<file path="config.mk">
export PLATFORM = sky130hd
export DESIGN_NAME = rvga_lsu
export DESIGN_NICKNAME = d
export VERILOG_FILES = /design/src/rtl/rvga_lsu.sv
export SDC_FILE = /design/constraint.sdc
export NUM_CORES = 1
export LEC_CHECK = 0
export ABC_AREA = 1
export CAP_MARGIN = 25
export CORE_AREA = 2 2 195 178
export DETAILED_ROUTE_END_ITERATION = 7
export DIE_AREA = 0 0 197 180
export PLACE_DENSITY = 0.82
export SLEW_MARGIN = 10
export SYNTH_ARGS = -nofsm -noshare
export SYNTH_HDL_FRONTEND = slang
export SYNTH_SLANG_ARGS = --single-unit
</file>
<file path="constraint.sdc">
create_clock -name clk_i -period 1.9 [get_ports clk_i]
set_clock_uncertainty 0.05 [all_clocks]
set_input_delay 0.38 -clock clk_i [delete_from_list [all_inputs] [get_ports clk_i]]
set_output_delay 0.38 -clock clk_i [all_outputs]
set_load 0.005 [all_outputs]
</file>
<file path="src/rtl/rvga_lsu.sv">
// Load/store unit: one ld/st op at a time against a 128-bit line-granular memory port.
// Loads extract and extend a byte/half/word; stores read-modify-write the whole line.
module rvga_lsu (
  input  logic         clk_i,
  input  logic         reset_i,
  input  logic         req_v_i,
  output logic         req_ready_o,
  input  logic         req_store_i,
  input  logic [2:0]   req_funct3_i,
  input  logic [31:0]  req_addr_i,
  input  logic [31:0]  req_data_i,
  input  logic [4:0]   req_rd_i,
  output logic         resp_v_o,
  input  logic         resp_ready_i,
  output logic [31:0]  resp_data_o,
  output logic [4:0]   resp_rd_o,
  output logic         resp_err_o,
  output logic         mem_v_o,
  input  logic         mem_ready_i,
  output logic         mem_we_o,
  output logic [31:0]  mem_addr_o,
  output logic [127:0] mem_wdata_o,
  input  logic         mem_rv_i,
  input  logic [127:0] mem_rdata_i
);

  localparam logic [2:0] LD_B  = 3'b000;
  localparam logic [2:0] LD_H  = 3'b001;
  localparam logic [2:0] LD_W  = 3'b010;
  localparam logic [2:0] LD_BU = 3'b100;
  localparam logic [2:0] LD_HU = 3'b101;

  typedef enum logic [2:0] {
    IDLE,
    RD_REQ,
    RD_WAIT,
    WR_REQ,
    RESP
  } state_e;

  state_e state_q, state_d;

  logic         store_q;
  logic [2:0]   funct3_q;
  logic [3:0]   off_q;
  logic [31:0]  data_q;
  logic [4:0]   rd_q;

  logic         req_ready_d;
  logic         resp_v_d;
  logic [31:0]  resp_data_d;
  logic [4:0]   resp_rd_d;
  logic         resp_err_d;
  logic         mem_v_d;
  logic         mem_we_d;
  logic [31:0]  mem_addr_d;
  logic [127:0] mem_wdata_d;

  logic         accept;
  logic         misaligned;
  logic         illegal;
  logic         req_err;

  logic [31:0]  lane;
  logic [31:0]  load_val;
  logic [15:0]  byte_en;
  logic [127:0] wshift;
  logic [127:0] merged;

  assign accept = (state_q == IDLE) && req_v_i;

  // Size is funct3[1:0] for both loads and stores, so misalignment checks share it.
  always_comb begin
    misaligned = ((req_funct3_i[1:0] == 2'b01) && req_addr_i[0]) ||
                 ((req_funct3_i[1:0] == 2'b10) && (req_addr_i[1:0] != 2'b00));
    if (req_store_i) begin
      illegal = (req_funct3_i >= 3'b011);
    end else begin
      illegal = (req_funct3_i == 3'b011) || (req_funct3_i[2:1] == 2'b11);
    end
    req_err = misaligned || illegal;
  end

  always_comb begin
    lane = 32'(mem_rdata_i >> {off_q, 3'b000});
    case (funct3_q)
      LD_B:    load_val = {{24{lane[7]}}, lane[7:0]};
      LD_H:    load_val = {{16{lane[15]}}, lane[15:0]};
      LD_W:    load_val = lane;
      LD_BU:   load_val = {24'b0, lane[7:0]};
      LD_HU:   load_val = {16'b0, lane[15:0]};
      default: load_val = 32'b0;
    endcase
  end

  // Alignment guarantees the enabled bytes never wrap past byte 15.
  always_comb begin
    case (funct3_q[1:0])
      2'b00:   byte_en = 16'h0001 << off_q;
      2'b01:   byte_en = 16'h0003 << off_q;
      default: byte_en = 16'h000F << off_q;
    endcase
    wshift = {96'b0, data_q} << {off_q, 3'b000};
    merged = mem_rdata_i;
    for (int k = 0; k < 16; k++) begin
      if (byte_en[k]) begin
        merged[8*k +: 8] = wshift[8*k +: 8];
      end
    end
  end

  always_comb begin
    state_d     = state_q;
    req_ready_d = req_ready_o;
    resp_v_d    = resp_v_o;
    resp_data_d = resp_data_o;
    resp_rd_d   = resp_rd_o;
    resp_err_d  = resp_err_o;
    mem_v_d     = mem_v_o;
    mem_we_d    = mem_we_o;
    mem_addr_d  = mem_addr_o;
    mem_wdata_d = mem_wdata_o;

    case (state_q)
      IDLE: begin
        if (req_v_i) begin
          req_ready_d = 1'b0;
          if (req_err) begin
            state_d     = RESP;
            resp_v_d    = 1'b1;
            resp_err_d  = 1'b1;
            resp_data_d = 32'b0;
            resp_rd_d   = 5'b0;
          end else begin
            state_d    = RD_REQ;
            mem_v_d    = 1'b1;
            mem_we_d   = 1'b0;
            mem_addr_d = {req_addr_i[31:4], 4'b0000};
          end
        end
      end
      RD_REQ: begin
        if (mem_ready_i) begin
          state_d = RD_WAIT;
          mem_v_d = 1'b0;
        end
      end
      RD_WAIT: begin
        if (mem_rv_i) begin
          if (store_q) begin
            state_d     = WR_REQ;
            mem_v_d     = 1'b1;
            mem_we_d    = 1'b1;
            mem_wdata_d = merged;
          end else begin
            state_d     = RESP;
            resp_v_d    = 1'b1;
            resp_err_d  = 1'b0;
            resp_data_d = load_val;
            resp_rd_d   = rd_q;
          end
        end
      end
      WR_REQ: begin
        if (mem_ready_i) begin
          state_d     = RESP;
          mem_v_d     = 1'b0;
          mem_we_d    = 1'b0;
          resp_v_d    = 1'b1;
          resp_err_d  = 1'b0;
          resp_data_d = 32'b0;
          resp_rd_d   = 5'b0;
        end
      end
      RESP: begin
        if (resp_ready_i) begin
          state_d     = IDLE;
          resp_v_d    = 1'b0;
          req_ready_d = 1'b1;
        end
      end
      default: begin
        state_d     = IDLE;
        req_ready_d = 1'b1;
        resp_v_d    = 1'b0;
        mem_v_d     = 1'b0;
        mem_we_d    = 1'b0;
      end
    endcase
  end

  always_ff @(posedge clk_i) begin
    if (reset_i) begin
      state_q     <= IDLE;
      req_ready_o <= 1'b1;
      resp_v_o    <= 1'b0;
      resp_data_o <= 32'b0;
      resp_rd_o   <= 5'b0;
      resp_err_o  <= 1'b0;
      mem_v_o     <= 1'b0;
      mem_we_o    <= 1'b0;
      mem_addr_o  <= 32'b0;
      mem_wdata_o <= 128'b0;
    end else begin
      state_q     <= state_d;
      req_ready_o <= req_ready_d;
      resp_v_o    <= resp_v_d;
      resp_data_o <= resp_data_d;
      resp_rd_o   <= resp_rd_d;
      resp_err_o  <= resp_err_d;
      mem_v_o     <= mem_v_d;
      mem_we_o    <= mem_we_d;
      mem_addr_o  <= mem_addr_d;
      mem_wdata_o <= mem_wdata_d;
    end
  end

  // Request fields are captured only on accept and held for the whole op.
  always_ff @(posedge clk_i) begin
    if (reset_i) begin
      store_q  <= 1'b0;
      funct3_q <= 3'b0;
      off_q    <= 4'b0;
      data_q   <= 32'b0;
      rd_q     <= 5'b0;
    end else if (accept) begin
      store_q  <= req_store_i;
      funct3_q <= req_funct3_i;
      off_q    <= req_addr_i[3:0];
      data_q   <= req_data_i;
      rd_q     <= req_rd_i;
    end
  end

endmodule

</file>
==> results.md <==
- Ant diodes: 0
- Cell taking the most area after synthesis: dfxtp_1
- CP max FO: 17
- Synthesized cell area: 14800 um2
- Area share of the largest cell type after synthesis: 33.3%
- Final Hold Viols: 0
- Setup CP Type: reg -> reg
- # Max-Cap Violations: 0
- Worst hold path startpoint: reset_i
- Initial antenna violation count: 0
- CTS H-tree lvls: 1
- Failing checks: negative setup slack
- Min Hold Slack: 0.182 ns
- Final Wtd Congestion: 1.04
- CTS tree: built
- Final HPWL DP: 63800 um
- CP required: 2.27 ns
- Routed wl met2: 36600 um
- Total Wirelength: 82800 um
- RSZ-0062 raised after global routing: true
- First-pass GRT wire length: 120000 um
- Total global routing overflow: 0
- CTS Buf Count: 26
- Clock Sinks: 246
- Top post-synthesis cells by area: dfxtp_1 (33%), nand2_1 (21%), a21oi_1 (7.8%)
- Residual DRC: 0
- Filler Cell Count: 2644
- Die Ht: 180 um
- Clk buf depth: 3
- Setup Total Neg Slack: -1.94 ns
- Final setup violation count: 51
- Drt first-iter violations: 2500
- Crit path DAT: 2.42 ns
- Seq/Total Area, Yosys: 33.3%
- Tot GR Track Use: 44.9%
- Row cnt: 64
- Vias: 20.6k
- Fmax achieved: 0.489 GHz
- Reg2Reg Depth: 9
- Worst VDD drop: 0.000769 V
- Top sig layer: met4
- Final Cycle Share: 108%
- Final Net Count: 3293
- Max transition margin: 57.7%
- Slew Viols, Final: 0
- Largest net degree at the start of global routing: 71
- Utilization after layout: 70.7%
- Status: finished with violations
- PwrDens: 783 nW/um2
- Mapped Cells: 2437
- Initial Util: 44.2%
- Distinct cells, synth: 39
- Vias in the first global route: 19.8k
- Design area: 23700 um2
- Static leakage: 10.7 nW
- Core ar.: 33500 um2
- YS warnings: 0
- Cells after DPL: 3465
- Post-route minimum period: 2.05 ns
- Worst R2R Start: off_q[0]
- Clock transition at the registers of the reported paths: 0.07 ns
- Met1 wire length: 30700 um
- Fin worst setup slack: -0.145 ns
- Die area: 35500 um2
- Metal3 WL: 8960 um
- Mean Syn Cell Area: 6.08 um2
- Port bufs: 404
- CP startpoint: off_q[0]
- WHS Path Cells: 4
- Wire per inst: 23.4 um
- Chip width: 197 um
- Clock Latency Late Sink: 0.59 ns
- Vias per cell: 5.83
- Num ports: 409
- Layout area overhead: 59.8%
- Share of cells above drive strength 1: 19.8%
- Post-DP Area: 21800 um2
- Root Buffer: clkbuf_16
- #FFs+latches synth: 246
- Remaining antenna violation count after routing: 0
- Worst Max-Slew Pin Slew: 0.635 ns
- Crit end category: flop
- Startpoint Class: flop
- Finished Layout Cells: 3532
- TritonRoute pass-1 iters: 7
- Class of the worst hold path: in -> reg
## logic make-up after synthesis
group | count (synthesis) | share of synthesized area (%)
AOI/OAI and AO/OA | 643 | 24.5
buffers and inverters | 417 | 11.3
DFF | 246 | 33.3
other | 1 | 0.0253
and+or+nand+nor | 1130 | 30.9
## Yosys cell counts, drive strengths merged
cell / count
nor3: 8
or3: 1
nand4: 27
a21oi: 232
o21a: 21
nor2: 108
clkbuf: 89
and2: 1
o211ai: 83
nand3b: 4
a311oi: 8
buf: 84
nand2: 842
o31ai: 2
o21ai: 226
inv: 241
o22ai: 37
o221ai: 1
conb: 1
o2111ai: 7
or2: 7
nand3: 132
a21boi: 6
a31oi: 20
dfxtp: 246
clkinv: 3
## sequential cells by signal, indices dropped and copies added, names as in the netlist, 3 cells and up
register	flops
rd_q	5
funct3_q	3
state_q	3
mem_addr_o	28
off_q	4
resp_data_o	32
data_q	32
resp_rd_o	5
mem_wdata_o	128
## through the flow
stage	power, mW	worst slack [ns]
after detailed placement	12.4	-0.505
after CTS	17.9	-0.0206
after global routing	19.1	-0.210
after floorplan	8.64	0.116
after global placement	12.4	-0.369
final	18.5	-0.145
## metal layers
layer | global-route usage, % | vias to the layer above
li1 | - | 9297
met1 | 55.4 | 9461
met2 | 71.7 | 1462
met3 | 8.99 | 362
met4 | 27.9 | 0
met5 | 0 | -
## worst max-delay path: stages (launching register included)
cell      delay [ns]
dfxtp_4         0.37
buf_12          0.17
buf_4           0.16
buf_4           0.16
o211ai_1        0.27
nand4_1         0.29
nand3_1         0.19
nand2_1         0.07
nand2_1         0.07
a21oi_1         0.06
## placed cells by master (no fill, tap or decap), drive strengths merged, types with 2 or more instances in the layout
| cell type | Yosys | final |
|---|---|---|
| nand4 | 27 | 27 |
| nor2 | 108 | 108 |
| dfxtp | 246 | 246 |
| clkdlybuf4s50 | 0 | 369 |
| a21oi | 232 | 232 |
| o21a | 21 | 21 |
| dlymetal6s2s | 0 | 2 |
| a31oi | 20 | 20 |
| a311oi | 8 | 8 |
| nand2 | 842 | 842 |
| bufbuf | 0 | 4 |
| nor3 | 8 | 8 |
| dlygate4sd2 | 0 | 32 |
| clkinvlp | 0 | 3 |
| clkbuf | 89 | 38 |
| o21ai | 226 | 226 |
| nand3 | 132 | 133 |
| clkinv | 3 | 8 |
| o22ai | 37 | 37 |
| conb | 1 | 4 |
| nand3b | 4 | 4 |
| inv | 241 | 242 |
| or2 | 7 | 7 |
| o2111ai | 7 | 7 |
| buf | 84 | 381 |
| a21boi | 6 | 6 |
| o211ai | 83 | 83 |
| o31ai | 2 | 2 |
## area by class of cell
cell class / instances / area, um2 / share of cell area (%)
Tap cell: 429 / 537 / 2.27
Timing Repair Buffer: 788 / 7570 / 32.0
Inverter: 244 / 950 / 4.01
Timing Repair inverter: 2 / 15.0 / 0.0634
Clock buffer: 38 / 786 / 3.32
Sequential cell: 246 / 4950 / 20.9
Multi-Input combinational cell: 1778 / 8800 / 37.2
Clock inverter: 7 / 65.1 / 0.275
## worst paths after layout
path	to	slack, ns
worst min-delay path	off_q[1]	0.18
worst max-delay path	resp_data_o[10]	-0.15
worst max register to register	resp_data_o[10]	-0.15
worst min register to register	mem_addr_o[4]	0.40
## power breakdown
group,switching (mW),internal [mW]
Clock,2.28,2.87
Combinational,4.64,3.19
Sequential,0.159,5.39
Total,7.09,11.4
## repair_timing
action                                 4_1_cts  5_1_grt
cloned                                       6        2
endpoints found under the hold margin        0        0
setup endpoints to repair                  139      170
resized for setup                          124      171
buffers inserted                             7        7
pin swaps                                   12       22
hold buffers                                 0        0
(Power assumes the default switching activity.)
